**src/rtl/inst_fetch.sv**
```systemverilog
// Instruction fetch stage: drives the ROM from the PC and buffers up to two
// fetched {pc, inst} pairs for decode, with one-cycle redirect on branch.
module inst_fetch #(
    parameter logic [31:0] RESET_PC = 32'h0000_0000
) (
    input  logic        clk,
    input  logic        rst,
    output logic        rom_ce,
    output logic [31:0] rom_addr,
    input  logic [31:0] rom_inst,
    input  logic        branch_flag,
    input  logic [31:0] branch_target,
    output logic        if_valid,
    input  logic        if_ready,
    output logic [31:0] if_pc,
    output logic [31:0] if_inst
);

    logic [31:0] pc;
    logic [31:0] buf_pc   [2];
    logic [31:0] buf_inst [2];
    logic        wr_ptr;
    logic        rd_ptr;
    logic [1:0]  count;
    logic        pop;
    logic        fetch;

    assign pop   = if_valid && if_ready;
    // A pop frees a slot in the same cycle, so a full buffer still fetches.
    assign fetch = rst && !branch_flag && ((count != 2'd2) || pop);

    assign rom_ce   = fetch;
    assign rom_addr = pc;

    assign if_valid = (count != 2'd0);
    assign if_pc    = if_valid ? buf_pc[rd_ptr]   : 32'h0;
    assign if_inst  = if_valid ? buf_inst[rd_ptr] : 32'h0;

    always_ff @(posedge clk or negedge rst) begin
        if (!rst) begin
            pc     <= RESET_PC;
            count  <= 2'd0;
            wr_ptr <= 1'b0;
            rd_ptr <= 1'b0;
        end else if (branch_flag) begin
            // Redirect flushes everything, including an entry decode took this cycle.
            pc     <= {branch_target[31:2], 2'b00};
            count  <= 2'd0;
            wr_ptr <= 1'b0;
            rd_ptr <= 1'b0;
        end else begin
            if (fetch) begin
                pc     <= pc + 32'd4;
                wr_ptr <= ~wr_ptr;
            end
            if (pop) begin
                rd_ptr <= ~rd_ptr;
            end
            case ({fetch, pop})
                2'b10:   count <= count + 2'd1;
                2'b01:   count <= count - 2'd1;
                default: count <= count;
            endcase
        end
    end

    // Storage needs no reset: entries are only visible while count covers them.
    always_ff @(posedge clk) begin
        if (fetch) begin
            buf_pc[wr_ptr]   <= pc;
            buf_inst[wr_ptr] <= rom_inst;
        end
    end

endmodule

```
**config.mk**
```make
export PLATFORM = sky130hd
export DESIGN_NAME = inst_fetch
export DESIGN_NICKNAME = d
export VERILOG_FILES = /design/src/rtl/inst_fetch.sv
export SDC_FILE = /design/constraint.sdc
export NUM_CORES = 1
export LEC_CHECK = 0
export ABC_CLOCK_PERIOD_IN_PS = 7550
export BUFFER_PORTS_ARGS = -buffer_cell sky130_fd_sc_hd__clkbuf_2
export CAP_MARGIN = 20
export CORE_ASPECT_RATIO = 1.75
export CORE_MARGIN = 10
export CORE_UTILIZATION = 45
export CTS_CLUSTER_SIZE = 12
export DETAILED_ROUTE_END_ITERATION = 7
export PLACE_DENSITY = 0.75
export SYNTH_ARGS = -nofsm -noshare
export SYNTH_HDL_FRONTEND = slang
export SYNTH_SLANG_ARGS = --single-unit
```
**constraint.sdc**
```tcl
create_clock -name clk -period 7.55 [get_ports clk]
set_input_delay 0.3775 -clock clk [delete_from_list [all_inputs] [get_ports clk]]
set_output_delay 0.3775 -clock clk [all_outputs]
set_load 0.05 [all_outputs]
```
# Yosys cells after proc, flatten, opt, wreduce, memory -nomap -nowiden
# Memory sizes are Yosys's and may differ from the RTL's.
# Index checks and enable logic that the tools add are counted.
# word_totals
regBits	36
ramBits	128
in_bits	68
out_inout_bits	98
elab_cells	35
n_memories	2
# memory_table
name	depth	word_bits	rd	rd_clocked_by_memory_dff	write_ports	line	source
buf_inst	2	32	1	0	1	21	logic [31:0] buf_inst [2];
buf_pc	2	32	1	0	1	20	logic [31:0] buf_pc [2];
# classes
addsub	3
n_eq_ne	3
n_mux	12
bitwise_logic	2
n_reduce_logical	9
# op_table
operator	n
2-to-1 mux 32 bit	4
adder 32 x 3 -> 32 bit (second input constant)	1
2-to-1 mux 1 bit	6
nonzero test 2 bit	3
one-hot mux 2 bit (2 select lines)	1
logical AND 1 bit	3
nonzero test 3 bit	1
adder 2 x 1 -> 2 bit (second input constant)	1
== test 2 x 1 -> 1 bit (second input constant)	1
== test 2 bit (second input constant)	1
2-to-1 mux 2 bit	1
inequality test 2 bit (second input constant)	1
inverter 1 bit	2
subtractor 2 x 1 -> 2 bit (second input constant)	1
logical NOT 1 bit	1
logical OR 1 bit	1

# Logic depth before layout (Yosys ltp)
# Gate-level depths: netlist of the first run.
# depth
depth_word	7
ltp_mapped	7
ltp_nobuf	6

# Worst setup path before layout of the first run
# Ideal clock, no wire load.
# synth_timing
kind	reg-to-reg
from	reg count[1]
to	mem buf_inst[0][0], enable pin
setup_time_ns	0.559
t_arrival_ns	5.105
required_time_ns	6.991
slack_ns	1.887
stages_incl_launch_ff	5
n_path_buf	1
synth_period_minus_slack_ns	5.663
cell_sequence	dfrtp_1 -> or3b_1 -> buf_2 -> nand2_1 -> nor3_1
# synth_between
elab_chain_cells	6
word_cells_on_any_way	7
cone_classes	eq/ne (1); mux (2); reduce/logical (4)
# synth_rtl
item	line	source
start: declaration	24	logic [1:0] count;
start signal: assignment	60	2'b10: count <= count + 2'd1;
start signal: assignment	61	2'b01: count <= count - 2'd1;
start signal: assignment	62	default: count <= count;
nonzero test 2 bit	35	assign if_valid = (count != 2'd0);
logical AND 1 bit	28	assign pop = if_valid && if_ready;
logical OR 1 bit (*)	30	assign fetch = rst && !branch_flag && ((count != 2'd2) || pop);
logical AND 1 bit (*)	30	
2-to-1 mux 1 bit (*)	69	if (fetch) begin
2-to-1 mux 1 bit (not written as such) (*)	71	buf_inst[wr_ptr] <= rom_inst;
end: declaration	21	
# Mark *: on every way between the ends. The rest lies on a longest branch, timed or not.

# Final worst setup path of the first run
# layout_timing
from	reg rd_ptr
to	out if_pc[22]
# layout_between
elab_chain_cells	2
# layout_rtl
item	line	source
start: declaration	23	logic rd_ptr;
start signal: assignment	57	rd_ptr <= ~rd_ptr;
memory (2 x 32 bit)	n/a	
2-to-1 mux 32 bit	36	assign if_pc = if_valid ? buf_pc[rd_ptr] : 32'h0;
end: declaration	15	output logic [31:0] if_pc,
# No other way between the ends.

==> results of run 1 <==
==> layout make-up <==
type,instances,area (sq um)
well taps,180,225
repair buffers,165,856
inverters,5,18.8
flip-flops and latches,158,4580
multi-input cells,302,1900
clock buffers,19,433
clock inverters,13,164
fillers,1201,6190
==> per-stage QoR <==
stage / power, uW / setup WS, ns / std cells / area [sq um] / util [%]
4_1_cts: 2270 / 4.85 / 840 / 8150 / 56.7
5_1_grt: 2340 / 4.76 / 842 / 8180 / 56.9
6_report: 2250 / 4.88 / 842 / 8180 / 56.9
3_5_place_dp: 1420 / 4.47 / 808 / 7550 / 52.6
2_1_floorplan: 1310 / 1.89 / 493 / 6610 / -
3_3_place_gp: 1410 / 4.60 / 808 / 7550 / 52.6
==> cell usage in the layout, fill, tap and decap left out, types with 8 or more instances in the layout <==
cell type	Yosys	layout
clkbuf_16	0	17
clkbuf_2	0	159
dfrtp_1	34	33
edfxtp_1	124	124
mux2i_1	63	63
nand2_1	44	44
nand3_1	8	8
nand4_1	11	11
nor2_1	73	72
o21ai_0	23	23
xnor2_1	19	19
xor2_1	12	12
==> power breakdown <==
group | internal (uW) | leakage [uW] | total (uW) | switching (uW)
registers | 995 | 0.00156 | 1050 | 56.7
logic | 91.2 | 0.00134 | 344 | 253
clock network | 521 | 0.000278 | 852 | 331
==> flip-flops by register name, summed over array words and instances (netlist names) <==
register	count
buf_inst	64
buf_pc	60
count	2
rd_ptr	1
rom_addr	30
wr_ptr	1
==> metal layers <==
layer / GRT usage, % / up-vias
li1: - / 2083
met5: 0 / -
met3: 3.50 / 16
met1: 15.7 / 2071
met2: 26.5 / 112
met4: 5.37 / 0
==> critical path, cell delays in order, from the launching register on <==
cell and delay (ns):
dfrtp_4 1.14, mux2i_1 0.18, nor2_1 0.20, clkbuf_2 0.32
==> final timing paths <==
kind / depth (start not counted) / startpoint / end
max: 3 / rd_ptr$_DFFE_PN0P_ / if_pc[22]
min: 1 / rom_inst[12] / buf_inst[0][12]$_DFFE_PP_
max reg2reg: 6 / rom_addr[3]$_DFFE_PN0P_ / rom_addr[30]$_DFFE_PN0P_
min reg2reg: 0 / rom_addr[31]$_DFFE_PN0P_ / buf_pc[1][31]$_DFFE_PP_
max in group asynchronous: 3 / rst / rom_addr[31]$_DFFE_PN0P_
min in group asynchronous: 2 / rst / rom_addr[8]$_DFFE_PN0P_
==> cells by family after synthesis <==
family                   count (synthesis)  share of synthesized area [%]
other                                    1                         0.0569
AO/OA/AOI/OAI                           33                           2.69
buffers and inverters                   33                           2.14
AND/OR/NAND/NOR                        169                           11.7
XOR/XNOR                                31                           4.12
adder cells (fa/ha/maj)                  1                          0.190
flip-flops                             158                           69.4
multiplexers                            64                           9.73
==> out/metrics.yaml, run 1 <==
outcome: "finished clean"
relSlewSlack_pct: 27.0
cts_inserted_buffers: 17
endpoint_kind: "output port"
top_layer: "met4"
skew_ns: 0.00707
cts_root_buf: "clkbuf_16"
report.final.setup_viol: 0
peakVddDrop_mv: 0.144
yosysUniqueCellTypes: 33
r2r_slack_ns: 5.06
die-area_sq_um: 20100
antenna_found_initial: 0
power.leakage_uw: 0.00317
cts_setup_buffers: 0
gr-usage-all-layers_pct: 14.5
yosys_warnings: 0
hold_buffers: 0
synth_top_area_share_pct: 56.5
fin_crit_sh_pct: 35.3
clock_latency_ns: 0.41
maxCapViolCount: 0
fmax_mhz: 375
ant_nets: 0
cts.clk_slew.worst_paths_ns: 0.06
seq_area_frac_synth_pct: 69.4
clock_path_buffers: 2
clock-sinks: 158
syn_inst: 490
powerDensity_nw_per_um2: 275
hold_viol_final: 0
dominantRegCellSynth: "edfxtp_1"
drt_iter0_drc: 183
via_per_inst: 5.09
cts_tree: "yes"
synthTopCellsByCount: "124 x edfxtp_1, 73 x nor2_1, 63 x mux2i_1, 44 x nand2_1, 34 x dfrtp_1"
syn_avg_cell_area_sq_um: 13.5
core_area_sq_um: 14400
hold-worst-slack_ns: 0.157
core.rowCount: 58
worst_pin_slew_ns: 1.10
wl_mm: 14.9
finalCriticalPeriod_ns: 2.67
pin_count: 166
syn_to_final_growth_pct: 24.0
vias: 4282
drive_gt1_share_pct: 30.5
detail_route.wirelength.met1_mm: 5.81
grt-ovfl-total: 0
slew_viol_final: 0
nets: 718
startpoint_type: "register"
synth.ff_latch_count: 158
route.detailed.drc: 0
die_x_um: 112
cp_max_fo: 63
cts_max_level: 4
grt_pass1_vias: 4511
routedWlPerCell_um: 17.7
async_flop_share_pct: 21.5
initial_core_util_pct: 45.9
required_ns: 7.17
antennaDiodeCount: 0
gp_congestion: 0.758
grt_max_degree: 66
die_h_um: 180
critical_path_class: "register to output port"
netlist_area_sq_um: 6600
yosys-top-cells-area: "edfxtp_1 56%, dfrtp_1 13%, mux2i_1 9.6%"
yosys.area.top_type: "edfxtp_1"
dr_wl_met2_mm: 8.23
cp.arrival_ns: 2.29
grt_pass1_wl_mm: 23.5
dr.pass1.iters: 4
portBuffers: 159
synth_edf_count: 124
cts_resized: 0
hold_class: "primary input to register"
rsz0062_at_grt: "false"
setup_tns_ns: 0
place.detailed.hpwl_mm: 10.5
synthMostInstantiatedCell: "edfxtp_1"
wl_met3_um: 609
Note: power is estimated with default switching activity, not from simulation.
==> run 2: changes to the inputs <==
Settings changed: ABC_CLOCK_PERIOD_IN_PS 7550 to 2500.
Clock period 7.55 ns to 2.5 ns, I/O delays scaled along.
==> out/metrics.yaml, run 2 (synthesis gave the netlist of run 1 again) <==
outcome: "finished clean"
cp-startpoint: "count[1]$_DFFE_PN0P_"
grt_pass1_wl_mm: 26.2  # +12%
routedWlPerCell_um: 18.0  # +2.0%
place.detailed.hpwl_mm: 11.0  # +4.9%
gr-usage-all-layers_pct: 16.2  # +1.7 points
mostFrequentLayoutCells: "159 x clkbuf_2, 124 x edfxtp_1, 72 x nor2_1"
wl_mm: 16.4  # +10%
critical_path_class: "register to register"
core.rowCount: 58  # unchanged
largest_reg_flops: 64  # unchanged
maxCapViolCount: 0  # unchanged
final_common_cell: "clkbuf_2"
syn_to_final_growth_pct: 34.7
route.detailed.drc: 0  # unchanged
finalPower_uw: 6930  # +210%
cts_max_level: 4  # unchanged
nets: 786  # +9.5%
die_x_um: 112  # unchanged
antenna_found_initial: 1  # +1
report.final.setup_viol: 0  # unchanged
hold_class: "primary input to register"
required_ns: 2.54  # -4.63 ns
top_register: "buf_inst"
die-area_sq_um: 20100  # unchanged
grt_max_degree: 65  # -1.5%
peakVddDrop_mv: 0.460  # +220%
ant_nets: 0  # unchanged
r2r-start: "count[1]$_DFFE_PN0P_"
fin_crit_sh_pct: 89.5
hp-start: "if_ready"
powerDensity_nw_per_um2: 780  # +180%
drive_gt1_share_pct: 28.6  # -1.9 points
via_per_inst: 5.15  # +1.3%
relSlewSlack_pct: 41.2  # +14 points
vias: 4692  # +9.6%
cts_root_buf: "clkbuf_16"
pin_count: 166  # unchanged
final_area_sq_um: 8880  # +8.6%
portBuffers: 159  # unchanged
worst_pin_slew_ns: 0.882  # -0.214 ns
initial_core_util_pct: 45.9  # unchanged
core_area_sq_um: 14400  # unchanged
finalCriticalPeriod_ns: 2.24
cts.clk_slew.worst_paths_ns: 0.06  # about the same
cp_max_fo: 62  # -1.6%
drt_iter0_drc: 207  # +13%
power.leakage_uw: 0.00349  # +9.9%
die_h_um: 180  # unchanged
rsz0062_at_grt: "false"
grt_pass1_vias: 4992  # +11%
fmax_mhz: 447
clock_path_buffers: 2  # unchanged
startpoint_type: "register"
cts_inserted_buffers: 17  # unchanged
clock-sinks: 158  # unchanged
hold_viol_final: 0  # unchanged
dr.pass1.iters: 4  # unchanged
grt-ovfl-total: 0  # unchanged
cp.arrival_ns: 2.28  # about the same
skew_ns: 0.00591  # -0.00116 ns
cts_tree: "yes"
endpoint_kind: "register"
slew_viol_final: 0  # unchanged
place_area_sq_um: 7660  # +1.4%
cts_setup_buffers: 0  # unchanged
clock_latency_ns: 0.41  # about the same
gp_congestion: 0.817  # +7.7%
## run 2: cell types whose count changed in the layout (fill, tap and decap cells not counted), moves of 2 or more
cell           before  now
dlygate4sd3_1       1   63
clkinvlp_4          4    0
buf_4               4    8
clkinv_2            1    3
clkinv_4            2    4
clkbuf_1            2    0
buf_12              1    3
clkinv_1            1    3
## run 2: power by group
part           internal, uW  switching, uW
Clock                  1570           1030
Combinational           355            834
Sequential             3000            141
Total                  4920           2000
## run 2: metrics by stage
stage	instances	util [%]	setup WS [ns]	setup TNS, ns	hold slack [ns]
2_1_floorplan	493	-	-0.246	-17.68	-0.171
3_3_place_gp	815	53.3	0.377	0	0.0463
3_5_place_dp	815	53.3	0.307	0	0.0537
4_1_cts	910	61.8	0.200	0	0.109
5_1_grt	911	61.8	0.111	0	0.165
6_report	911	61.8	0.264	0	0.101
## run 2: final cells by class
cell class	count	area, sq um
clock inverters	15	169
fillers	1135	5480
diodes	1	2.50
inverters	5	18.8
multi-input cells	302	1920
well taps	180	225
clock buffers	17	425
flip-flops and latches	158	4580
repair buffers	233	1550
## run 2: per-layer routing
metal	share of wire [%]	vias up	wire, um	global-route usage [%]
li1	-	2220	-	-
met1	38	2279	6250	17.3
met2	54	156	8830	28.9
met3	4.6	37	759	3.93
met4	3.5	0	567	8.16
met5	0	-	0	0
## run 2: path summary, 6_finish.rpt
check | endpoint | cells past startpoint | slack (ns)
min in group asynchronous | rom_addr[8]$_DFFE_PN0P_ | 2 | 0.17
max in group asynchronous | rom_addr[28]$_DFFE_PN0P_ | 3 | 1.61
max | buf_inst[1][0]$_DFFE_PP_ | 4 | 0.26
min reg2reg | buf_pc[1][30]$_DFFE_PP_ | 0 | 0.55
min | rd_ptr$_DFFE_PN0P_ | 4 | 0.10
max reg2reg | buf_inst[1][0]$_DFFE_PP_ | 4 | 0.26
## run 2: timing repair
item / in CTS / in global routing
resized for setup: 0 / 0
endpoints found under the hold margin: 103 / 0
hold buffers: 63 / 0
setup endpoints to repair: 0 / 0
## run 2: worst max-delay path: stages, from the launching register on
cell,delay (ns)
dfrtp_1,0.47
or3b_1,0.30
nand2_4,0.11
nor2_1,0.18
and2_4,0.71
==> run 3: changes to the inputs <==
Settings changed: ABC_AREA set to 1, ABC_CLOCK_PERIOD_IN_PS 2500 to not set.
==> out/metrics.yaml, run 3 <==
yosys.area.top_type: "edfxtp_1"
dr.pass1.iters: 5  # +1
place.detailed.hpwl_mm: 13.0  # +18%
clock_latency_ns: 0.42  # about the same
antennaDiodeCount: 0  # -1
endpoint_kind: "output port"
syn_inst: 743  # +52%
r2r_slack_ns: 0.69  # +0.43 ns
syn_to_final_growth_pct: 30.6
relSlewSlack_pct: 55.8  # +15 points
required_ns: 2.38  # -0.16 ns
routedWlPerCell_um: 16.5  # -8.4%
syn_avg_cell_area_sq_um: 9.64  # -28%
die_x_um: 115  # +3.5%
die_h_um: 187  # +3.8%
cp_max_fo: 54  # -13%
startpoint_type: "register"
yosys-top-cells-area: "edfxtp_1 52%, nand2_1 16%, dfrtp_1 12%"
antenna_found_initial: 0  # -1
hp-start: "branch_target[30]"
core.rowCount: 61  # +5.2%
initial_core_util_pct: 45.3  # -0.55 points
yosys_warnings: 0  # unchanged
clock_path_buffers: 2  # unchanged
cts.clk_slew.worst_paths_ns: 0.06  # about the same
synthTopCellsByCount: "304 x nand2_1, 124 x edfxtp_1, 66 x a21oi_1, 50 x inv_1, 40 x nor2_1"
gp_congestion: 0.893  # +9.3%
ant_nets: 0  # unchanged
drt_iter0_drc: 348  # +68%
hold-path-endpoint: "rom_addr[30]$_DFFE_PN0P_"
final_cells: 1163  # +28%
nets: 1030  # +31%
drive_gt1_share_pct: 23.4  # -5.2 points
grt_pass1_vias: 5870  # +18%
largest_reg_flops: 64  # unchanged
mostFrequentLayoutCells: "304 x nand2_1, 159 x clkbuf_2, 124 x edfxtp_1"
maxCapViolCount: 0  # unchanged
hold_depth: 5  # +1
synth.ff_latch_count: 158  # unchanged
placedCellCount: 1072  # +32%
grt_max_degree: 63  # -3.1%
vias: 5820  # +24%
outcome: "finished clean"
die-area_sq_um: 21600  # +7.4%
portBuffers: 159  # unchanged
yosysUniqueCellTypes: 29  # -12%
cts_root_buf: "clkbuf_16"
fmax_mhz: 450  # +0.68%
cts_tree: "yes"
report.final.setup_viol: 0  # unchanged
grt-ovfl-total: 0  # unchanged
hold-worst-slack_ns: 0.0171  # -0.0836 ns
cp.arrival_ns: 2.10  # -0.18 ns
slew_viol_final: 0  # unchanged
skew_ns: 0.00733  # +0.00142 ns
finalCriticalPeriod_ns: 2.22  # -0.0151 ns
clock-sinks: 158  # unchanged
synthMostInstantiatedCell: "nand2_1"
dominantRegCellSynth: "edfxtp_1"
netlist_area_sq_um: 7160  # +8.6%
power.leakage_uw: 0.00414  # +19%
route.detailed.drc: 0  # unchanged
async_flop_share_pct: 21.5  # unchanged
setup_tns_ns: 0  # unchanged
worst_pin_slew_ns: 0.663  # -0.219 ns
pin_count: 166  # unchanged
hold_class: "primary input to register"
grt_pass1_wl_mm: 30.2  # +15%
core_area_sq_um: 15800  # +10%
powerDensity_nw_per_um2: 1020  # +31%
reg2regPathDepth: 9  # +5
critical_path_class: "register to output port"
peakVddDrop_mv: 0.571  # +24%
via_per_inst: 5.00  # -2.8%
hold_viol_final: 0  # unchanged
synth_top_area_share_pct: 52.0  # -4.5 points
cts_inserted_buffers: 17  # unchanged
r2r-start: "count[0]$_DFFE_PN0P_"
rsz0062_at_grt: "false"
fin_crit_sh_pct: 88.9  # -0.60 points
place_area_sq_um: 8180  # +6.8%
final_area_sq_um: 9350  # +5.3%
r2r-end: "buf_inst[0][0]$_DFFE_PP_"
cts_max_level: 4  # unchanged
final_common_cell: "nand2_1"
seq_area_frac_synth_pct: 63.8  # -5.5 points
wl_mm: 19.2  # +17%
synth_edf_count: 124  # unchanged
top_register: "buf_inst"
cts_setup_buffers: 0  # unchanged
gr-usage-all-layers_pct: 18.1  # +1.8 points
run 3: kinds of logic (layout without fill, tap and decap cells):
group	after synthesis	count (layout)	synth area share, %
xor gates and xnor gates	11	11	1.45
DFF	158	158	63.8
and+or+nand+nor	392	392	22.5
adders and majority gates	1	1	0.175
AOI/OAI and AO/OA	93	93	6.83
other	1	4	0.0523
buffers and inverters	87	315	5.17
run 3: area by class of cell:
class | instances | area, sq um
fillers | 1292 | 6440
flip-flops and latches | 158 | 4580
multi-input cells | 501 | 2240
repair buffers | 226 | 1500
clock buffers | 24 | 534
well taps | 189 | 236
inverters | 57 | 223
clock inverters | 8 | 50.0
run 3: through the flow:
| step | total power, uW | setup slack [ns] | utilization [%] |
|---|---|---|---|
| floorplan | 6090 | 0.203 | - |
| detailed placement | 7080 | 0.420 | 51.8 |
| global route | 9990 | 0.136 | 59.2 |
| finish | 9550 | 0.279 | 59.2 |
| global placement | 7040 | 0.431 | 51.8 |
| CTS | 9640 | 0.163 | 59.2 |
run 3: worst max path at each step:
stage / from / to / slack [ns] / depth (start not counted)
after floorplan: count[0]$_DFFE_PN0P_ / buf_inst[0][0]$_DFFE_PP_ / 0.20 / 8
after detailed placement: count[0]$_DFFE_PN0P_ / if_pc[10] / 0.42 / 5
after global routing: rd_ptr$_DFFE_PN0P_ / if_pc[10] / 0.14 / 5
after CTS: rd_ptr$_DFFE_PN0P_ / if_pc[10] / 0.16 / 5
final: rd_ptr$_DFFE_PN0P_ / if_pc[10] / 0.28 / 5
after global placement: count[0]$_DFFE_PN0P_ / if_pc[10] / 0.43 / 5
run 3: metal layers:
metal / GRT usage [%] / routed length [um] / vias up
met4: 11.0 / 754 / 0
met1: 18.2 / 6780 / 2732
li1: - / - / 2865
met3: 3.44 / 1010 / 40
met5: 0 / 0 / -
met2: 32.8 / 10600 / 183
run 3: power by group:
| part | internal (uW) | switching (uW) | leakage (uW) |
|---|---|---|---|
| sequential | 3100 | 244 | 0.00156 |
| clock | 1490 | 987 | 0.000297 |
| combinational | 768 | 2960 | 0.00229 |
run 3: worst max-delay path, stage by stage (launching register included):
cell and delay, ns:
dfrtp_2 0.61, inv_2 0.16, buf_12 0.26, nand2_1 0.08, a21oi_1 0.22, clkbuf_2 0.32
run 3: timing repair:
item	4_1_cts	5_1_grt
hold endpoints to repair	124	0
resized for setup	1	0
setup endpoints to repair	3	0
hold buffers	59	0
